[src/rtl/inst_fetch_queue.sv]
// Fetch stage ahead of the icache: owns the PC, holds the fetch address across misses,
// and buffers fetched {pc, inst} pairs in a small FIFO for decode.
module inst_fetch_queue #(
    parameter int unsigned            ADDR_WIDTH  = 32,
    parameter logic [ADDR_WIDTH-1:0]  RESET_PC    = ADDR_WIDTH'(32'hBFC00000),
    parameter int unsigned            DEPTH_WIDTH = 2
) (
    input  logic                  clk,
    input  logic                  rst,
    output logic                  cache_read_en,
    output logic [ADDR_WIDTH-1:0] cache_addr,
    input  logic                  cache_ready,
    input  logic [31:0]           cache_data,
    output logic                  inst_valid,
    output logic [ADDR_WIDTH-1:0] inst_pc,
    output logic [31:0]           inst_data,
    input  logic                  inst_ready,
    input  logic                  redirect_en,
    input  logic [ADDR_WIDTH-1:0] redirect_pc
);

    localparam int unsigned DEPTH = 1 << DEPTH_WIDTH;
    localparam int unsigned CNT_W = DEPTH_WIDTH + 1;

    logic [ADDR_WIDTH-1:0]  r_pc;
    logic                   r_waiting;
    logic                   r_pend_valid;
    logic [ADDR_WIDTH-1:0]  r_pend_pc;
    logic [DEPTH_WIDTH-1:0] r_rd_ptr;
    logic [DEPTH_WIDTH-1:0] r_wr_ptr;
    logic [CNT_W-1:0]       r_count;
    logic [ADDR_WIDTH-1:0]  r_mem_pc   [DEPTH];
    logic [31:0]            r_mem_inst [DEPTH];

    logic                   w_not_full;
    logic                   w_accept;
    logic                   w_miss;
    logic                   w_push;
    logic                   w_pop;
    logic [ADDR_WIDTH-1:0]  w_redirect_aligned;

    assign w_not_full         = (r_count != CNT_W'(DEPTH));
    assign cache_read_en      = !rst && (r_waiting || w_not_full);
    assign cache_addr         = r_pc;
    assign inst_valid         = !rst && (r_count != '0);
    assign inst_pc            = r_mem_pc[r_rd_ptr];
    assign inst_data          = r_mem_inst[r_rd_ptr];

    assign w_accept           = cache_read_en && cache_ready;
    assign w_miss             = cache_read_en && !cache_ready;
    assign w_push             = w_accept && !r_pend_valid && !redirect_en;
    assign w_pop              = inst_valid && inst_ready && !redirect_en;
    assign w_redirect_aligned = redirect_pc & ~ADDR_WIDTH'(3);

    // Control state: PC, miss tracking, deferred redirect, FIFO pointers
    always_ff @(posedge clk) begin
        if (rst) begin
            r_pc         <= RESET_PC;
            r_waiting    <= 1'b0;
            r_pend_valid <= 1'b0;
            r_pend_pc    <= '0;
            r_rd_ptr     <= '0;
            r_wr_ptr     <= '0;
            r_count      <= '0;
        end else if (redirect_en) begin
            r_rd_ptr <= '0;
            r_wr_ptr <= '0;
            r_count  <= '0;
            // An in-flight fill must finish on its original address before the PC moves
            if (r_waiting && !cache_ready) begin
                r_pend_valid <= 1'b1;
                r_pend_pc    <= w_redirect_aligned;
            end else begin
                r_pc         <= w_redirect_aligned;
                r_pend_valid <= 1'b0;
                r_waiting    <= 1'b0;
            end
        end else begin
            if (w_accept) begin
                r_waiting <= 1'b0;
                if (r_pend_valid) begin
                    r_pc         <= r_pend_pc;
                    r_pend_valid <= 1'b0;
                end else begin
                    r_pc <= r_pc + ADDR_WIDTH'(4);
                end
            end else if (w_miss) begin
                r_waiting <= 1'b1;
            end

            if (w_push) begin
                r_wr_ptr <= r_wr_ptr + DEPTH_WIDTH'(1);
            end
            if (w_pop) begin
                r_rd_ptr <= r_rd_ptr + DEPTH_WIDTH'(1);
            end

            if (w_push && !w_pop) begin
                r_count <= r_count + CNT_W'(1);
            end else if (!w_push && w_pop) begin
                r_count <= r_count - CNT_W'(1);
            end
        end
    end

    // FIFO storage needs no reset; validity lives in r_count
    always_ff @(posedge clk) begin
        if (w_push) begin
            r_mem_pc[r_wr_ptr]   <= r_pc;
            r_mem_inst[r_wr_ptr] <= cache_data;
        end
    end

endmodule

[config.mk]
export PLATFORM = sky130hd
export DESIGN_NAME = inst_fetch_queue
export DESIGN_NICKNAME = d
export VERILOG_FILES = /design/src/rtl/inst_fetch_queue.sv
export SDC_FILE = /design/constraint.sdc
export NUM_CORES = 1
export LEC_CHECK = 0
export ABC_AREA = 1
export BUFFER_PORTS_ARGS = -buffer_cell sky130_fd_sc_hd__buf_2
export CAP_MARGIN = 20
export CORE_ASPECT_RATIO = 1.25
export CORE_MARGIN = 10
export CORE_UTILIZATION = 45
export CTS_CLUSTER_DIAMETER = 150
export DETAILED_ROUTE_END_ITERATION = 12
export PLACE_DENSITY = 0.67
export SETUP_SLACK_MARGIN = 0.3
export SYNTH_ARGS = -nofsm -noshare
export SYNTH_HDL_FRONTEND = slang
export SYNTH_SLANG_ARGS = --single-unit
[constraint.sdc]
create_clock -name clk -period 4.2 [get_ports clk]
set_input_delay 0.42 -clock clk [delete_from_list [all_inputs] [get_ports clk]]
set_output_delay 0.42 -clock clk [all_outputs]
set_load 0.01 [all_outputs]
[Yosys cells after proc, flatten, opt, wreduce, memory -nomap -nowiden]
Memories as Yosys holds them, arrays and structs flattened. A register that Yosys moved wholly into a read port is not among the register bits.
Cells that the tools add are included.
Cells by class
  shifts and indexed selects: 0
  reduce and logical (&&, ||, !) cells: 26
  add/subtract/negate cells: 5
  multiplexer cells: 19
  divide/modulo/power cells: 0
  order comparisons: 0
  multipliers: 0
  bitwise gates (word level): 0
  eq/ne operators: 2
Operators by type and width (number)
  $mux 32: 4
  $add 32x3->32 const B: 1
  $logic_and 1x1->1: 11
  $mux 1: 9
  $mux 2: 4
  $logic_not 1->1: 6
  $mux 3: 2
  $reduce_and 2->1: 3
  $reduce_bool 3->1: 2
  $add 2x1->2 const B: 2
  $reduce_bool 2->1: 2
  $add 3x1->3 const B: 1
  $ne 3x3->1 const B: 1
  $sub 3x1->3 const B: 1
  $ne 2x2->1 const B: 1
  $reduce_or 2->1: 1
  $logic_or 1x1->1: 1
Storage, ports and cells
  bits in read-only memories: 0
  bits in writable memories: 256
  latch bits: 0
  input port bits: 69
  memories: 2
  flip-flop bits (word level): 71
  output and inout bits: 98
Memories
  r_mem_inst: depth 4, width 32, rd ports 1, clocked after memory_dff 1, write ports 1, RTL line 33  | logic [31:0] r_mem_inst [DEPTH];
  r_mem_pc: depth 4, width 32, rd ports 1, clocked after memory_dff 1, write ports 1, RTL line 32  | logic [ADDR_WIDTH-1:0] r_mem_pc [DEPTH];

[Longest topological paths before layout]
Gate-level depths: netlist of run 1.
  depth in word-level cells: 10
  gate-level depth with buffers: 13
  gate-level depth less buffers: 13

[Worst setup path before layout of run 1]
No wires, ideal clock.
  path kind: reg2reg
  start: register r_count[0]
  end: memory r_mem_inst[0][0], enable pin
  path slack: 0.087 ns
  path buffers: 0
  arrival time: 3.631 ns
  library setup time: 0.482 ns
  clock period less this slack: 4.113 ns
  data required time: 3.718 ns
  cell stages (with the launch flop): 7
  cell sequence: dfxtp_1 -> nor2_1 -> a31oi_2 -> nand2_1 -> inv_1 -> nand2_1 -> nor2_1
Between the ends
  word-level cells in the longest chain between the ends: 8
Ends and longest elaborated chain
  start: declaration: RTL line 31  | logic [CNT_W-1:0] r_count;
  start signal: assignment: RTL line 99  | r_count <= r_count + CNT_W'(1);
  start signal: assignment: RTL line 101  | r_count <= r_count - CNT_W'(1);
  $ne 3x3->1: RTL line 42  | assign w_not_full = (r_count != CNT_W'(DEPTH));
  $logic_or 1x1->1: RTL line 43  | assign cache_read_en = !rst && (r_waiting || w_not_full);
  $logic_and 1x1->1: RTL line 43
  net cache_read_en: RTL line 10  | output logic cache_read_en,
  $logic_and 1x1->1: RTL line 49  | assign w_accept = cache_read_en && cache_ready;
  $logic_and 1x1->1 (2 in series): RTL line 51  | assign w_push = w_accept && !r_pend_valid && !redirect_en;
  $mux 1: RTL line 108  | if (w_push) begin
  $mux 1 (not written as such): RTL line 110  | r_mem_inst[r_wr_ptr] <= cache_data;
  end: declaration: RTL line 33
The timed path passes the listed nets, and every way through them passes these cells.

==> results by group, run 1 <==
Clocking
  • CTS Buffer Depth: 3
  • Post-CTS setup buffer count: 0
  • Max H-tree Level: 1
  • CTS Buf Count: 31
  • Clk slew on worst S/H paths: ~0.06 ns
  • Root buffer cell: clkbuf_16
  • # resized after CTS: 0
  • Clock latency on the worst-skew pair: between 0.5 and 0.6 ns
  • Hold_buf cts: 0
  • CTS sink cnt: around 320
  • CTS tree: yes

STA
  • Final Cycle Share: a little over four fifths
  • Slew headroom: roughly 42%
  • RSZ-0062 raised after global routing: no
  • Fin Clk Skew: 0.00756 ns
  • Least-Margin Pin Slew: 0.865 ns
  • Fmax: approximately 280 MHz
  • Hold violation total from the final report: 0
  • Final Slew Violations: 0
  • Setup TNS: 0 ns
  • Final setup viols: 0
  • Tmin final: 3.53 ns

Worst setup path
  • R2R Setup Slk: between 1.5 and 2 ns
  • Delay of the slowest critical-path stage: between 0.7 and 0.8 ns
  • CP Data Required Time: between 3 and 4 ns
  • CP Capture Type: output port
  • CP cell instances: clkinv_2 -> buf_4 -> o21ai_0 -> o22ai_1 -> buf_2
  • Worst setup SP type: flip-flop
  • Worst R2R End: r_count[2]
  • Data arrival time of the worst path: ~3.1 ns
  • CP Class: reg2out
  • Critical Path Fanout Max: between 50 and 60
  • Reg2reg start: r_count[0]
  • Worst reg-to-reg path cell count: 13
  • Worst path slowest cell: dfxtp_4

Finish
  • ANT cells: 0
  • Layout cells sized above 1: between 10% and 20%
  • FILL cells: approximately 2600
  • # nets final: approximately 1500
  • Syn-to-layout area delta: 17.0%

Worst hold path
  • Hold path depth: 2
  • Hold Startpoint: cache_ready
  • Type of the tightest min-delay check: in2reg
  • Worst Hold Path EP: r_waiting

Floorplan
  • Number of cell rows: 70
  • Die width: 173 um
  • Chip height: around 210 um
  • Full die area: ~0.037 sq mm
  • Core ar.: 0.0292 sq mm
  • Initial Utilization: 45.3%
  • Top Ports: 167

Power and ir drop
  • Clock network power share: 42.1%
  • Switch Pwr: around 0.0015 W
  • Maximum vdd drop: between 0.2 and 0.3 mV
  • Sequential power share: roughly 53%
  • Power per cell area: between 400 and 500 mW/mm^2
  • Pleak: between 5 and 6 nW
  • Pwr Total: between 0.006 and 0.007 W
  • Int Pwr: between 0.005 and 0.006 W
  • Comb power frac: under 10%
  • Sw Ratio: between 20% and 30%

Route
  • DR vias: roughly 9600
  • Detailed Route Iter0 Violations: between 700 and 800
  • Final routed DRC violation total: 0
  • Routed WL per cell: around 18 um
  • Vias per cell: 5.28
  • Drt total wl: 32.5 mm
  • Post-DRT Antenna Nets: 0
  • DRT Pass-1 Iters: 5

Place
  • Port bufs: 160
  • Placer congestion estimate: around 0.9
  • DP HPWL: 19.4 mm

Synthesis
  • Number of flops mapped to enable cells by yosys: between 200 and 250
  • Commonest cells post-synth: 248 x edfxtp_1, 208 x nand2_1, 200 x nor2_1
  • Synth warn: 0
  • Main synth FF type: edfxtp_1
  • FF+latch count, synth: between 300 and 400
  • Post-Synthesis Cells: approximately 1300
  • Count leader, synth: edfxtp_1
  • Unique masters post-synth: 42
  • Mapped cell area: 0.0132 sq mm
  • Largest area contributor in the netlist: edfxtp_1
  • Synth async-reset ratio: 0%
  • Post-synth top area share: between 50% and 60%
  • Syn Area/Cell: approximately 11 sq um
  • Sequential area share after synthesis: 67.1%
  • Synth top area cells: edfxtp_1 56%, dfxtp_1 11%, nand2_1 5.9%, nor2_1 5.7%, o21ai_0 5.6%

Run status
  • Outcome: finished clean

Global route
  • Initial antenna violation count: 0
  • Vias in the first global route: between 9000 and 10000
  • Largest net degree at the start of global routing: 68
  • First-pass GRT wire length: between 50 and 60 mm
  • Total GRT Usage: 17.2%
  • Gr ovfl total: 0

Job
  • Max cap viols: 0
-- layout make-up --
class	instances	area, sq um	area share [%]
well taps	396	495	3.20
clock inverters	13	153	0.986
inverters	61	230	1.49
clock buffers	44	905	5.84
repair buffers	174	968	6.26
multi-input cells	804	3850	24.9
flip-flops and latches	319	8870	57.3
-- routing by layer --
layer  share of wire (%)  track usage [%]
met5                   0                0
met4                 1.9             4.73
met3                 5.4             2.64
met2                  51             30.7
met1                  42             21.1
-- cells in the final DEF, fill, tap and decap left out, drive strengths merged --
cell type and count:
dfxtp 71, mux2i 1, clkinv 9, a21oi 75, nor3b 1, or2 4, conb 4, clkinvlp 2
o211ai 4, nand3 32, o31ai 1, nand2 211, xnor2 5, clkbuf 44, edfxtp 248, fa 1
o21bai 2, and3 1, ha 6, bufinv 3, nand4 4, a211oi 6, o21ai 160, buf 174
inv 60, a31oi 1, nand3b 1, o22ai 62, nor3 8, nor2 208, xor2 5, a21o 1
-- through the flow --
stage / cells / setup WS (ns) / instance area [sq um] / utilization [%] / hold WS, ns
detailed placement: 1753 / 1.24 / 14400 / 49.4 / 0.451
global placement: 1753 / 1.31 / 14400 / 49.4 / 0.446
finish: 1811 / 0.667 / 15500 / 53.1 / 0.0534
floorplan: 1256 / 0.0869 / 13200 / - / 0.434
global route: 1811 / 0.377 / 15500 / 53.1 / 0.0585
CTS: 1810 / 0.649 / 15500 / 53.0 / 0.0377
-- logic make-up after synthesis --
kind of cell | count (synthesis) | synth area share [%]
AOI/OAI and AO/OA | 312 | 12.7
xor gates and xnor gates | 10 | 0.662
adders and majority gates | 7 | 0.719
buffers and inverters | 133 | 4.11
DFF | 319 | 67.1
muxes | 1 | 0.0757
other | 1 | 0.0284
and+or+nand+nor | 470 | 14.6
-- worst max path at each step --
stage | slack [ns] | depth (start not counted) | start | to
floorplan | 0.09 | 6 | r_count[0] | r_mem_inst[0][0]
global placement | 1.31 | 5 | flip-flop | inst_data[29]
detailed placement | 1.24 | 5 | flip-flop | inst_data[31]
CTS | 0.65 | 5 | flip-flop | inst_data[31]
global route | 0.38 | 5 | flip-flop | inst_data[16]
finish | 0.67 | 5 | flip-flop | inst_data[31]
-- state kept, by name, indices dropped and copies added, names as in the netlist, named ones only --
register	flops
r_mem_inst	128
r_mem_pc	120
cache_addr	30
r_pend_pc	30
r_count	3
r_rd_ptr	2
r_wr_ptr	2
r_pend_valid	1
r_waiting	1
-- power by group through the flow --
stage | logic, W | registers, W | clock network, W
after global routing | 0.000400 | 0.00355 | 0.00298
after detailed placement | 0.000358 | 0.00361 | 0
after global placement | 0.000352 | 0.00361 | 0
after CTS | 0.000359 | 0.00354 | 0.00287
after floorplan | 0.000199 | 0.00359 | 0
final | 0.000355 | 0.00354 | 0.00283
-- critical path: cells and delay by family (launching register included) --
kind,cells,cell delay (ns)
AOI/OAI and AO/OA,2,0.35
DFF,1,0.73
buffers and inverters,3,1.40
Power figures use the tool's default switching activity.
==> inputs of run 2 (changes only) <==
--- a/config.mk
+++ b/config.mk
@@ -13,7 +13,6 @@
 export CORE_UTILIZATION = 45
 export CTS_CLUSTER_DIAMETER = 150
 export DETAILED_ROUTE_END_ITERATION = 12
-export PLACE_DENSITY = 0.67
 export SETUP_SLACK_MARGIN = 0.3
 export SYNTH_ARGS = -nofsm -noshare
 export SYNTH_HDL_FRONTEND = slang
==> constraint.sdc (replaced) <==
create_clock -name clk -period 3.3 [get_ports clk]
set_input_delay 0.33 -clock clk [delete_from_list [all_inputs] [get_ports clk]]
set_output_delay 0.33 -clock clk [all_outputs]
set_load 0.01 [all_outputs]
==> results by group, run 2 (synthesis results as in run 1) <==
Run status
  • Outcome: finished clean

STA
  • Fin Clk Skew: about 0.017 ns
  • Final Slew Violations: 0
  • Fmax: between 300 and 400 MHz
  • Slew headroom: a little over two fifths
  • RSZ-0062 raised after global routing: no
  • Final Cycle Share: about four fifths
  • Hold violation total from the final report: 0
  • Hold Slack: between 0.02 and 0.025 ns
  • Final setup viols: 0
  • Tmin final: between 2 and 3 ns
  • Least-Margin Pin Slew: approximately 0.84 ns
  • Setup TNS: 0 ns

Worst setup path
  • Worst Path Buf+Inv: 3
  • Worst setup SP type: flip-flop
  • Critical Path Fanout Max: between 40 and 50
  • CP delay by family, top: buffers and inverters
  • CP Data Required Time: between 2 and 3 ns
  • CP cell instances: inv_2 -> buf_4 -> o21ai_0 -> o22ai_1 -> buf_2
  • Data arrival time of the worst path: around 2.3 ns
  • Delay of the slowest critical-path stage: a little under 0.6 ns
  • Worst path slowest cell: inv_2
  • CP Capture Type: output port
  • R2R Setup Slk: slightly below 1 ns
  • CP Class: reg2out

Finish
  • Layout cells sized above 1: 17.6%
  • Largest registers: r_mem_inst (128), r_mem_pc (120)
  • Leading cell type in the layout, fill and taps excluded: edfxtp_1
  • Final core utilization: around 54%
  • Syn-to-layout area delta: 19.8%
  • Commonest non-fill, non-tap cells in the layout: 248 x edfxtp_1, 208 x nand2_1, 196 x nor2_1, 160 x buf_2, 149 x o21ai_0
  • Biggest register: r_mem_inst
  • Max FFs per register: ~130
  • Layout Cells excl Fill: approximately 1900
  • # nets final: about 1500
  • ANT cells: 0

Route
  • Routed WL per cell: between 15 and 20 um
  • DR vias: 9577
  • DRT Pass-1 Iters: 5
  • Post-DRT Antenna Nets: 0
  • Final routed DRC violation total: 0
  • Vias per cell: a little over 5
  • Detailed Route Iter0 Violations: between 600 and 700
  • Drt total wl: between 30 and 40 mm

Clocking
  • CTS Buffer Depth: 3
  • CTS Buf Count: 31
  • CTS sink cnt: approximately 320
  • Clock latency on the worst-skew pair: roughly 0.56 ns
  • Max H-tree Level: 1
  • Clk slew on worst S/H paths: ~0.070 ns
  • CTS tree: yes
  • Root buffer cell: clkbuf_16
  • # resized after CTS: 0
  • Post-CTS setup buffer count: 0

Global route
  • Vias in the first global route: around 9500
  • Largest net degree at the start of global routing: about 120
  • Total GRT Usage: around 17%
  • First-pass GRT wire length: 51.7 mm
  • Gr ovfl total: 0
  • Initial antenna violation count: 0

Power and ir drop
  • Pwr Total: roughly 0.0084 W
  • Maximum vdd drop: about 0.43 mV
  • Pleak: about 5.9 nW
  • Power per cell area: approximately 530 mW/mm^2

Floorplan
  • Die width: roughly 170 um
  • Number of cell rows: 70
  • Chip height: 212 um
  • Core ar.: 0.0292 sq mm
  • Top Ports: 167
  • Initial Utilization: approximately 45%
  • Full die area: 0.0367 sq mm

Job
  • Max cap viols: 0

Place
  • Placer congestion estimate: 0.894
  • Port bufs: 160
  • Placed Cells: ~1800
  • DP HPWL: between 15 and 20 mm

Worst hold path
  • Type of the tightest min-delay check: in2reg
## run 2: per-layer routing
layer,vias up,share of wire (%),global-route usage [%]
li1,4735,-,-
met1,4523,43,21.5
met2,266,49,30.6
met3,53,5.5,2.80
met4,0,2.3,5.09
met5,-,0,0
## run 2: path summary, 6_finish.rpt
path	start	to	cells after the start
min reg2reg	r_pend_pc[2]	r_pend_pc[2]	2
max reg2reg	r_count[0]	r_count[2]	14
max	flip-flop	inst_data[19]	5
min	redirect_pc[22]	r_pend_pc[22]	3
## run 2: where the power goes
| group | switching (W) | leakage [nW] | total [W] | internal (W) |
|---|---|---|---|---|
| logic | 0.000305 | 2.59 | 0.000504 | 0.000199 |
| clock network | 0.00145 | 0.473 | 0.00336 | 0.00191 |
| registers | 0.0000915 | 2.84 | 0.00450 | 0.00441 |
## run 2: repair_timing
| action | in CTS | in global routing |
|---|---|---|
| setup endpoints to repair | 0 | 0 |
| hold endpoints to repair | 135 | 0 |
| hold buffers | 39 | 0 |
## run 2: cell type report
type	instances	area, sq um
clock buffers	38	822
clock inverters	20	145
fillers	2623	13300
inverters	61	230
multi-input cells	804	3850
flip-flops and latches	319	8870
well taps	396	495
repair buffers	220	1420
## run 2: metrics by stage
step	cell area [sq um]	setup slack (ns)
floorplan	13200	0.180
global placement	14500	0.984
detailed placement	14500	0.981
CTS	15800	0.637
global route	15800	0.543
finish	15800	0.715
## run 2: worst min-delay path, cell delays in order
cell and delay, ns:
buf_2 0.11, nand2_1 0.06, a21oi_1 0.05
==> inputs of run 3 (changes only) <==
==> constraint.sdc (replaced) <==
create_clock -name clk -period 2.66 [get_ports clk]
set_input_delay 0.266 -clock clk [delete_from_list [all_inputs] [get_ports clk]]
set_output_delay 0.266 -clock clk [all_outputs]
set_load 0.01 [all_outputs]
==> results by group, run 3 (synthesis results as in run 1) <==
Route
  • Detailed Route Iter0 Violations: approximately 580
  • Highest metal used: met4
  • Vias per cell: roughly 5.2
  • DR WL met2: approximately 16 mm
  • Drt total wl: ~33 mm
  • DR vias: 9635
  • Met1 WL: between 10 and 15 mm
  • DRT Pass-1 Iters: 6
  • Final routed DRC violation total: 0
  • Post-DRT Antenna Nets: 0
  • Met3 wire len: between 1.5 and 2 mm
  • Routed WL per cell: between 15 and 20 um

Worst setup path
  • CP Capture Type: output port
  • Critical Path Fanout Max: between 40 and 50
  • Data arrival time of the worst path: 2.00 ns
  • CP Class: reg2out
  • CP Data Required Time: roughly 2.4 ns
  • Worst setup SP type: flip-flop

Finish
  • Syn-to-layout area delta: 21.7%
  • Layout cells sized above 1: 18.6%
  • # nets final: 1522
  • ANT cells: 0
  • Leading cell type in the layout, fill and taps excluded: edfxtp_1
  • Multi-input gate area: between 0.003 and 0.004 sq mm
  • Register area: approximately 0.0089 sq mm
  • Commonest non-fill, non-tap cells in the layout: 248 x edfxtp_1, 206 x nand2_1, 195 x nor2_1, 160 x buf_2, 147 x o21ai_0
  • Final core utilization: 55.2%
  • FILL cells: around 2600
  • Largest registers: r_mem_inst (128), r_mem_pc (120)
  • Max FFs per register: 128
  • Biggest register: r_mem_inst

STA
  • RSZ-0062 raised after global routing: no
  • Fmax: approximately 440 MHz
  • Tmin final: about 2.3 ns
  • Setup TNS: 0 ns
  • Fin Clk Skew: 0.0185 ns
  • Hold violation total from the final report: 0
  • Final Cycle Share: between 80% and 90%
  • Least-Margin Pin Slew: about 0.67 ns
  • Final Slew Violations: 0
  • Final setup viols: 0
  • Slew headroom: 55.3%

Power and ir drop
  • Power per cell area: ~670 mW/mm^2
  • Sequential power share: 51.3%
  • Pleak: approximately 6 nW
  • Switch Pwr: between 0.002 and 0.0025 W
  • Pwr Total: approximately 0.011 W
  • Sw Ratio: about a fifth
  • Clock network power share: between 40% and 50%
  • Maximum vdd drop: 0.430 mV
  • Comb power frac: approximately 5.9%
  • Int Pwr: ~0.0085 W

Place
  • Port bufs: 160
  • Placer congestion estimate: 0.842
  • DP HPWL: 19.8 mm

Floorplan
  • Die width: around 170 um
  • Initial Utilization: a little under half
  • Top Ports: 167
  • Number of cell rows: 70
  • Chip height: approximately 210 um
  • Full die area: ~0.037 sq mm
  • Core ar.: around 0.029 sq mm

Clocking
  • Root buffer cell: clkbuf_16
  • CTS sink cnt: 319
  • Clk slew on worst S/H paths: around 0.060 ns
  • CTS Buffer Depth: 3
  • Clock latency on the worst-skew pair: between 0.5 and 0.6 ns
  • CTS Buf Count: 34
  • CTS tree: yes
  • Max H-tree Level: 2
  • Post-CTS setup buffer count: 0

Global route
  • Gr ovfl total: 0
  • Total GRT Usage: around 17%
  • Largest net degree at the start of global routing: 125
  • Vias in the first global route: 9526
  • First-pass GRT wire length: 51.0 mm
  • Initial antenna violation count: 0

Job
  • Max cap viols: 0

Worst hold path
  • Type of the tightest min-delay check: in2reg

Run status
  • Outcome: finished clean
## run 3: path summary, 6_finish.rpt
check / slack (ns) / start / to / cells after the start
hold reg to reg: 0.46 / r_pend_pc[6] / r_pend_pc[6] / 2
setup / recovery: 0.39 / flip-flop / inst_pc[21] / 5
hold / removal: 0.02 / redirect_pc[20] / r_pend_pc[20] / 3
setup reg to reg: 0.55 / r_count[0] / r_count[2] / 13
## run 3: per-stage QoR
step | hold WS, ns | cell area, sq um | worst slack, ns | std cells
after floorplan | 0.342 | 13300 | 0.302 | 1256
after detailed placement | 0.450 | 14500 | 0.415 | 1765
after global placement | 0.448 | 14500 | 0.433 | 1765
final | 0.0245 | 16100 | 0.390 | 1863
after CTS | 0.00139 | 16100 | 0.316 | 1862
after global routing | 0.0121 | 16100 | 0.312 | 1863
## run 3: timing repair
item / 4_1_cts / 5_1_grt
setup endpoints to repair: 15 / 49
gates resized for setup: 1 / 8
pin swaps: 0 / 3
gates cloned: 0 / 1
hold buffers: 40 / 0
endpoints found under the hold margin: 136 / 0
## run 3: cell type report
| type | count | share of cell area, % |
|---|---|---|
| Multi-Input combinational cell | 804 | 24.0 |
| Timing Repair Buffer | 226 | 9.40 |
| Clock buffer | 42 | 5.93 |
| Tap cell | 396 | 3.08 |
| Inverter | 61 | 1.44 |
| Clock inverter | 15 | 0.956 |
| Sequential cell | 319 | 55.2 |
## run 3: worst max-delay path, stage by stage, from the launching register on
cell     delay (ns)
dfxtp_4        0.39
inv_4          0.28
buf_12         0.26
o21ai_0        0.10
o22ai_1        0.26
buf_2          0.20
## run 3: per-layer routing
metal	track usage [%]	vias to the layer above
met1	20.7	4570
met2	30.3	251
li1	-	4761
met3	3.49	53
met4	6.79	0
met5	0	-
## run 3: power groups by stage
stage          Sequential [W]  Clock (W)  Combinational [W]
5_1_grt               0.00559    0.00494           0.000715
4_1_cts               0.00558    0.00475           0.000644
6_report              0.00558    0.00465           0.000638
2_1_floorplan         0.00567          0           0.000318
3_3_place_gp          0.00568          0           0.000590
3_5_place_dp          0.00568          0           0.000594
